`config.mk`:
```
export PLATFORM = sky130hd
export DESIGN_NAME = hazard_ctrl
export DESIGN_NICKNAME = d
export VERILOG_FILES = /design/src/rtl/core_pkg.sv /design/src/rtl/md_scoreboard.sv /design/src/rtl/hazard_ctrl.sv
export SDC_FILE = /design/constraint.sdc
export NUM_CORES = 1
export LEC_CHECK = 0
export CAP_MARGIN = 10
export CORE_MARGIN = 1
export CORE_UTILIZATION = 25
export CTS_BUF_LIST = sky130_fd_sc_hd__clkbuf_8 sky130_fd_sc_hd__clkbuf_16
export CTS_CLUSTER_SIZE = 10
export DETAILED_ROUTE_END_ITERATION = 6
export SLEW_MARGIN = 30
export SYNTH_ARGS = -nofsm -noshare
export SYNTH_HDL_FRONTEND = slang
export SYNTH_HIERARCHICAL = 1
export SYNTH_SLANG_ARGS = --single-unit
```
`constraint.sdc`:
```
create_clock -name clk -period 4.3 [get_ports clk]
set_input_delay 0.86 -clock clk [delete_from_list [all_inputs] [get_ports clk]]
set_output_delay 0.86 -clock clk [all_outputs]
set_load 0.01 [all_outputs]
```
`src/rtl/core_pkg.sv`:
```
// Shared types and constants for the MIPS32 core control path.
package core_pkg;

    // Occupancy state of the HI/LO multiply/divide unit.
    typedef enum logic {
        MD_IDLE = 1'b0,
        MD_RUN  = 1'b1
    } md_state;

    // Architectural $zero: writes to it never create a dependency.
    localparam logic [4:0] REG_ZERO = 5'd0;

    // Default mult/div occupancy in cycles, counted from the start pulse.
    localparam int MD_LATENCY_DEF = 32;

    // Countdown width; covers the full legal latency range up to 63.
    localparam int MD_CNT_W = 6;

endpackage

```
`src/rtl/md_scoreboard.sv`:
```
// Tracks occupancy of the HI/LO mult/div unit: a two-state FSM with a
// countdown loaded on the start pulse. busy_o is registered and is high
// for MD_LATENCY-1 cycles, starting the cycle after start_i.
module md_scoreboard
    import core_pkg::*;
#(
    parameter int MD_LATENCY = MD_LATENCY_DEF
) (
    input  logic clk_i,
    input  logic rst_n_i,
    input  logic start_i,
    output logic busy_o
);

    md_state               state_q;
    logic [MD_CNT_W-1:0]   cnt_q;
    logic                  busy_q;

    // FSM with countdown; busy is registered alongside the state so it
    // drops on the same edge that returns the unit to idle.
    always_ff @(posedge clk_i) begin
        if (!rst_n_i) begin
            state_q <= MD_IDLE;
            cnt_q   <= '0;
            busy_q  <= 1'b0;
        end else begin
            case (state_q)
                MD_IDLE: begin
                    if (start_i) begin
                        state_q <= MD_RUN;
                        cnt_q   <= MD_CNT_W'(MD_LATENCY - 1);
                        busy_q  <= 1'b1;
                    end
                end
                MD_RUN: begin
                    // The edge that brings the count to zero also ends the
                    // busy window, so a dependent instruction issues in the
                    // MD_LATENCY-th cycle after start.
                    cnt_q <= cnt_q - MD_CNT_W'(1);
                    if (cnt_q <= MD_CNT_W'(1)) begin
                        state_q <= MD_IDLE;
                        busy_q  <= 1'b0;
                    end
                end
                default: begin
                    state_q <= MD_IDLE;
                    busy_q  <= 1'b0;
                end
            endcase
        end
    end

    assign busy_o = busy_q;

endmodule

```
`src/rtl/hazard_ctrl.sv`:
```
// Pipeline hazard and sequencing controller: resolves load-use hazards,
// HI/LO occupancy hazards, taken branches and jumps, and drives the front
// end enables/flushes. Also counts front-end stall cycles (saturating).
module hazard_ctrl
    import core_pkg::*;
#(
    parameter int MD_LATENCY = MD_LATENCY_DEF,
    parameter int CNT_W      = 32
) (
    input  logic             clk,
    input  logic             rst_n,
    input  logic [4:0]       ID_RsAddr,
    input  logic [4:0]       ID_RtAddr,
    input  logic             ID_UsesRs,
    input  logic             ID_UsesRt,
    input  logic             ID_IsMulDiv,
    input  logic             ID_ReadsHiLo,
    input  logic             ID_Jump,
    input  logic             ID_EX_MemRd,
    input  logic [4:0]       ID_EX_RegWrAddr,
    input  logic             EX_BranchTaken,
    output logic             PC_Write,
    output logic             IF_ID_Write,
    output logic             IF_ID_Flush,
    output logic             ID_EX_Flush,
    output logic             MD_Start,
    output logic             MD_Busy,
    output logic [CNT_W-1:0] StallCount
);

    logic             md_busy_raw;
    logic             busy_eff;
    logic             lu_hazard;
    logic             hl_hazard;
    logic             stall;
    logic [CNT_W-1:0] stall_cnt_q;
    logic [CNT_W-1:0] stall_cnt_d;

    md_scoreboard #(
        .MD_LATENCY (MD_LATENCY)
    ) u_md_scoreboard (
        .clk_i   (clk),
        .rst_n_i (rst_n),
        .start_i (MD_Start),
        .busy_o  (md_busy_raw)
    );

    // While reset is held the unit is treated as free, so the hazard
    // equations see MD_Busy=0 even before the first reset edge.
    assign busy_eff = md_busy_raw & rst_n;

    // Hazard detection, stall/flush resolution and mult/div issue.
    always_comb begin
        lu_hazard = ID_EX_MemRd && (ID_EX_RegWrAddr != REG_ZERO) &&
                    ((ID_UsesRs && (ID_RsAddr == ID_EX_RegWrAddr)) ||
                     (ID_UsesRt && (ID_RtAddr == ID_EX_RegWrAddr)));
        hl_hazard = busy_eff && (ID_IsMulDiv || ID_ReadsHiLo);
        // A taken branch squashes the stalled instruction, so it wins.
        stall     = (lu_hazard || hl_hazard) && !EX_BranchTaken;

        PC_Write    = !stall;
        IF_ID_Write = !stall;
        // A stalled jump keeps its flush until the cycle it issues.
        IF_ID_Flush = EX_BranchTaken || (ID_Jump && !stall);
        ID_EX_Flush = stall || EX_BranchTaken;
        MD_Start    = ID_IsMulDiv && !stall && !EX_BranchTaken;
        MD_Busy     = busy_eff;
    end

    // Saturating next value of the stall-cycle counter.
    always_comb begin
        stall_cnt_d = stall_cnt_q;
        if (!PC_Write && (stall_cnt_q != {CNT_W{1'b1}})) begin
            stall_cnt_d = stall_cnt_q + CNT_W'(1);
        end
    end

    // Stall-cycle counter register.
    always_ff @(posedge clk) begin
        if (!rst_n) begin
            stall_cnt_q <= '0;
        end else begin
            stall_cnt_q <= stall_cnt_d;
        end
    end

    assign StallCount = stall_cnt_q;

endmodule

```
* Yosys cells after proc, flatten, opt, wreduce, memory -nomap -nowiden
Cells that the tools add are included.
Storage, ports and cells: flip-flop bits (word level) 40, memories 0, input port bits 24, latch bits 0, memory bits (writable) 0, logic and storage cells 41, ROM bits 0
Operators by class: mux-type cells 8, $lt $le $gt $ge 1, divide/modulo/power cells 0, bitwise logic cells 2, $add $sub $neg 2, $mul 0, equal/unequal tests 5, shifts and indexed selects 0, reduce and logical (&&, ||, !) cells 19
Operators by type and width (number):
- adder 32 x 1 -> 32 bit (second input constant) | 1
- != test 32 bit (second input constant) | 1
- case mux 6 bit (2 select lines) | 1
- equality test 5 bit | 2
- logical AND 1 bit | 10
- <= comparator 6 x 1 -> 1 bit (second input constant) | 1
- two-way mux 6 bit | 1
- subtractor 6 x 1 -> 6 bit (second input constant) | 1
- logical OR 1 bit | 5
- nonzero test 5 bit | 1
- two-way mux 1 bit | 4
- != test 2 bit (second input constant) | 2
- case mux 1 bit (2 select lines) | 2
- logical NOT 1 bit | 2
- AND reduction 2 bit | 1
- AND 1 bit | 1
- NOT 1 bit | 1

* Logic depth before layout (Yosys ltp)
Gate-level depths: netlist of run 1.
depth in word-level cells 11, gate-level depth with buffers 9

* Modules after synthesis
The synthesis of run 1 kept the hierarchy.
By module, submodules not included:
- hazard_ctrl | times used 1, area an instance 1923.1 µm², cells each 234, seq. area each 640.6 µm²
- md_scoreboard | times used 1, area an instance 377.9 µm², cells each 41, seq. area each 160.2 µm²

* Worst setup path after synthesis of run 1
Ideal clock, no wire load.
path kind in2out, start point input port ID_EX_RegWrAddr[1], end point output port MD_Start, stages 5, data arrival time 2155 ps, path buffers 0, path slack 1285 ps, cells stage by stage or4_1 > o21ai_1 > o21a_1 > nand2b_1 > nor2_1
On the way: longest elaborated chain between the ends 9, elaborated cells between the ends (all ways) 13
Ends and longest elaborated chain:
- from (decl) | RTL line hazard_ctrl.sv:20 | input logic [4:0] ID_EX_RegWrAddr,
- equality test 5 bit, on equally long branches | RTL line hazard_ctrl.sv:55, hazard_ctrl.sv:56
- logical AND 1 bit, on equally long branches | RTL line hazard_ctrl.sv:55, hazard_ctrl.sv:56
- logical OR 1 bit | RTL line hazard_ctrl.sv:55 | ((ID_UsesRs && (ID_RsAddr == ID_EX_RegWrAddr)) ||
- logical AND 1 bit (*) | RTL line hazard_ctrl.sv:54 | lu_hazard = ID_EX_MemRd && (ID_EX_RegWrAddr != REG_ZERO) &&
- logical OR 1 bit (*) | RTL line hazard_ctrl.sv:59 | stall = (lu_hazard || hl_hazard) && !EX_BranchTaken;
- logical AND 1 bit (*) | RTL line hazard_ctrl.sv:59
- logical NOT 1 bit (*) | RTL line hazard_ctrl.sv:66 | MD_Start = ID_IsMulDiv && !stall && !EX_BranchTaken;
- logical AND 1 bit (*) (2 in a row) | RTL line hazard_ctrl.sv:66
- to (decl) | RTL line hazard_ctrl.sv:26 | output logic MD_Start,
Every way passes the cells marked *; elsewhere a longest branch is shown, timed or not.

* Final worst setup path of run 1
Same ends and word-level chain as after synthesis.

==> results of run 1 <==
## registers in the layout (all words and copies together), names as in the netlist
signal	flops
StallCount	32
u_md_scoreboard/busy_o	1
u_md_scoreboard/cnt_q	6
u_md_scoreboard/state_q	1
## metal layers
| metal | track usage | vias to the layer above | part of all wire |
|---|---|---|---|
| li1 | - | 1140 | - |
| met1 | 0.166 | 1040 | 0.49 |
| met2 | 0.212 | 46 | 0.46 |
| met3 | 0.0315 | 6 | 0.036 |
| met4 | 0.0338 | 0 | 0.013 |
| met5 | 0 | - | 0 |
## cell families after synthesis
| logic type | synth area share |
|---|---|
| buffers and inverters | 0.0538 |
| and+or+nand+nor | 0.331 |
| xor gates and xnor gates | 0.0419 |
| DFF | 0.348 |
| AOI/OAI and AO/OA | 0.156 |
| adders and majority gates | 0.0163 |
| muxes | 0.0527 |
## power groups by stage
| stage | clock (W) | combinational, W | sequential (W) |
|---|---|---|---|
| after detailed placement | 0 | 0.0000935 | 0.000397 |
| after global placement | 0 | 0.0000915 | 0.000397 |
| after global routing | 0.000342 | 0.000103 | 0.000390 |
| after CTS | 0.000323 | 0.0000939 | 0.000388 |
| after floorplan | 0 | 0.0000544 | 0.000393 |
| final | 0.000315 | 0.0000935 | 0.000388 |
## tightest hold or removal path: cells and delay by family (launching register included)
family	cells	cell delay [ps]
and+or+nand+nor	2	110
DFF	1	330
## worst paths after layout
check                                 startpoint                                  end  cells past startpoint  slack [ps]
max reg2reg           StallCount[0]$_SDFFE_PN0P_           StallCount[5]$_SDFFE_PN0P_                      8        1780
min reg2reg  u_md_scoreboard/busy_o$_SDFFE_PN0P_  u_md_scoreboard/busy_o$_SDFFE_PN0P_                      2         470
min          u_md_scoreboard/busy_o$_SDFFE_PN0P_  u_md_scoreboard/busy_o$_SDFFE_PN0P_                      2         470
max                           ID_EX_RegWrAddr[1]                             MD_Start                      7         360
## metrics by stage
stage | instance area, um2 | setup WS, ps | total power [W]
3_3_place_gp | 3010 | 349 | 0.000488
4_1_cts | 3120 | 351 | 0.000805
6_report | 3120 | 363 | 0.000796
3_5_place_dp | 3010 | 358 | 0.000490
5_1_grt | 3120 | 254 | 0.000835
2_1_floorplan | 2300 | 1290 | 0.000448
## layout make-up
type / instances / area (um2)
fill: 891 / 5690
multi-input combinational: 211 / 1380
sequential: 40 / 801
timing repair buffer: 66 / 648
tap: 108 / 135
clock buffer: 5 / 68.8
inverter: 12 / 45.0
clock inverter: 3 / 42.5
## placed cells by master (no fill, tap or decap), drive strengths merged, types with 10 or more instances in the layout
master	Yosys	routed
nor2	12	12
nand3	13	13
or3	13	13
xnor2	10	10
a21oi	21	21
nand2	26	26
dfxtp	40	40
inv	12	12
nor4	11	11
mux2i	11	11
nand4	13	13
o21ai	14	14
clkdlybuf4s50	0	61
==> results.md, run 1 <==
Run status:
- The flow ran to the end, but the final reports show violations.
- The final reports fail on DRC.

Synth:
- The number of enable flip-flop cells after synthesis is 0.
- Synthesis inferred 40 register bits.
- Ranked by instance count, the synthesized netlist is headed by 40 x sky130_fd_sc_hd__dfxtp_1, 25 x sky130_fd_sc_hd__nand2_1, 21 x sky130_fd_sc_hd__a21oi_1.
- The synthesized design spends more area on one cell type than any other, namely sky130_fd_sc_hd__dfxtp_1.
- The sequential-to-total area share from yosys stat is 0.348.
- Yosys printed 6 warnings.
- The average cell area after synthesis is 8.37 um2.
- The number of instances in the synthesized netlist is 275.
- The mapped netlist covers 0.00230 mm2.
- The post-synthesis cell type count is 53.
- In the synthesized netlist the async set-or-reset flop fraction comes to 0.
- The share of the synthesized area in the top cell type is 0.348.
- Among all flip-flop cells after synthesis, the most frequent one is sky130_fd_sc_hd__dfxtp_1.
- Counting every net in the synthesized netlist gives 302.
- The dominant cell by count in the synthesized netlist is sky130_fd_sc_hd__dfxtp_1.
- By area the synthesized netlist is led by sky130_fd_sc_hd__dfxtp_1 35%, sky130_fd_sc_hd__mux2i_1 4.8%, sky130_fd_sc_hd__a21oi_1 4.6%, sky130_fd_sc_hd__nand2_1 4.1%, sky130_fd_sc_hd__xnor2_1 3.8%.

Setup path:
- Traced cell by cell, the critical path runs through clkdlybuf4s50_1, or4_1, o21ai_1, o21a_1, nand2b_1, nor2_1, clkdlybuf4s50_1.
- STA classifies the critical path startpoint as an input port.
- In this run the worst path has a maximum fanout of 3.
- The largest individual stage delay along the critical path comes from the cell sky130_fd_sc_hd__clkdlybuf4s50_1.
- The worst endpoint required time is 3440 ps.
- The capturing element type of the critical path is an output pin.
- The critical path's top delay family is buffers and inverters.
- For the worst setup path, the data arrival time is 3080 ps.
- The critical path in this run is classified as input port to output pin.
- The most common cell type on the critical path is sky130_fd_sc_hd__clkdlybuf4s50_1.
- The number of buffers and inverters on the critical path is 2.
- The biggest cell delay along the critical path is 580 ps.

Power:
- The share of total power dissipated in the clock network is 0.395.
- The analysis attributes to cell leakage a power of 1.01 nW.
- The maximum vdd drop is 138 uV.
- The switching part of the total power is 0.245.
- The net switching power is 0.000195 W.
- Power spread over the standard cell area amounts to 255 mW/mm2.
- The share of total power in combinational logic is 0.117.
- The share of total power dissipated in sequential elements is 0.488.
- Cell internal power was estimated by the tool at 0.000601 W.

CTS:
- The clock net sink count is 40.
- The count of hold-fix buffers inserted at cts is 0.
- The insertion delay of the later-clocked pin in the worst-skew pair is 300 ps.
- The buffer depth of the longest clock path is 2.
- In this run the post-CTS setup repair buffer count came out at 0.
- The clock tree synthesis step divided the H-tree into 2 levels.
- Clock tree synthesis inserted a total of 5 buffers.
- The clock transition at the register clock pins on the worst setup and hold paths after CTS is 90 ps.
- The clock root buffer master is sky130_fd_sc_hd__clkbuf_8.
- TritonCTS built the clock tree.
- In this run, post-CTS repair resized a total of 0 instances.

Placed design:
- Port buffering added 61 buffers.
- The congestion estimate from routability-driven global placement came to 0.800.
- In this run, placement finished with an instance count of 437.
- The final HPWL from detailed placement is 4.56 mm.

Cells and area:
- The area overhead of the layout relative to synthesis is 35.5%.
- Measured on the finished design, the core utilization comes to 0.354.
- The fraction of final layout cells sized beyond drive strength 1 is 0.0772.
- The net count of the finished layout is 363.
- The final antenna diode count is 0.
- The number of non-filler instances in the completed layout is 445.

GRT:
- Global routing finished with a remaining overflow of 0.
- The number of antenna violations at the first check in global routing is 0.
- The wire length of the first global-routing pass is 10.0 mm.
- The via count of the first global-routing pass is 2064.
- The total global routing track utilization is 0.128.
- Entering global routing, the biggest net connects 27 pins.

Floorplanning:
- The placement row count is 34.
- The starting density of the core is 0.261.
- 62 I/O pins were placed.
- The die outline area is 0.00959 mm2.
- The total core area is 0.00881 mm2.
- The die extent in x is 97.9 um.
- The height of the chip is 97.9 um.

Job:
- Max-cap violations in this run came to 0.

Timing:
- Static timing analysis puts the maximum clock frequency at 254 MHz.
- The number of max-slew violations in the final report was 0.
- Setup violations remaining at the end of the flow were counted as 0.
- The actual transition at the worst max-transition pin is 694 ps.
- Setup repair after global routing left no endpoint under its margin.
- Clock skew on the completed layout was measured at 8.53 ps.
- The number of hold violations in the final report is 0.
- The shortest clock period the worst path allows after layout is 3940 ps.
- On the final layout, the worst hold slack is 472 ps.
- Dividing the final minimum period by the clock period gives 0.916.
- Measured against its own limit, the worst slew margin works out to 0.537.
- For the final routed database, the setup TNS stands at 0 ps.

Detailed routing:
- The detailed-route wire length is 6.15 mm.
- After detailed routing, the number of remaining DRC violations is 2.
- The detailed-routing iteration count for the pre-antenna-repair pass is 6.
- The remaining number of nets flagged by the antenna check after routing is 0.
- The detailed router finished its first iteration with 95 violations.
- The via density per instance is 5.02.
- In the final routed layout, each cell accounts on average for 13.8 um.
- The total number of vias is 2232.

Worst hold path:
- The tightest min-delay check is of the flop to flop type.
Note: power is estimated with default switching activity, not from simulation.
==> run 2, diff against run 1 <==
CTS_CLUSTER_DIAMETER = 50   (was default)
SLEW_MARGIN = 20   (was 30)
==> results of run 2 <==
Final layout, timing and power as in run 1 (identical DEF).
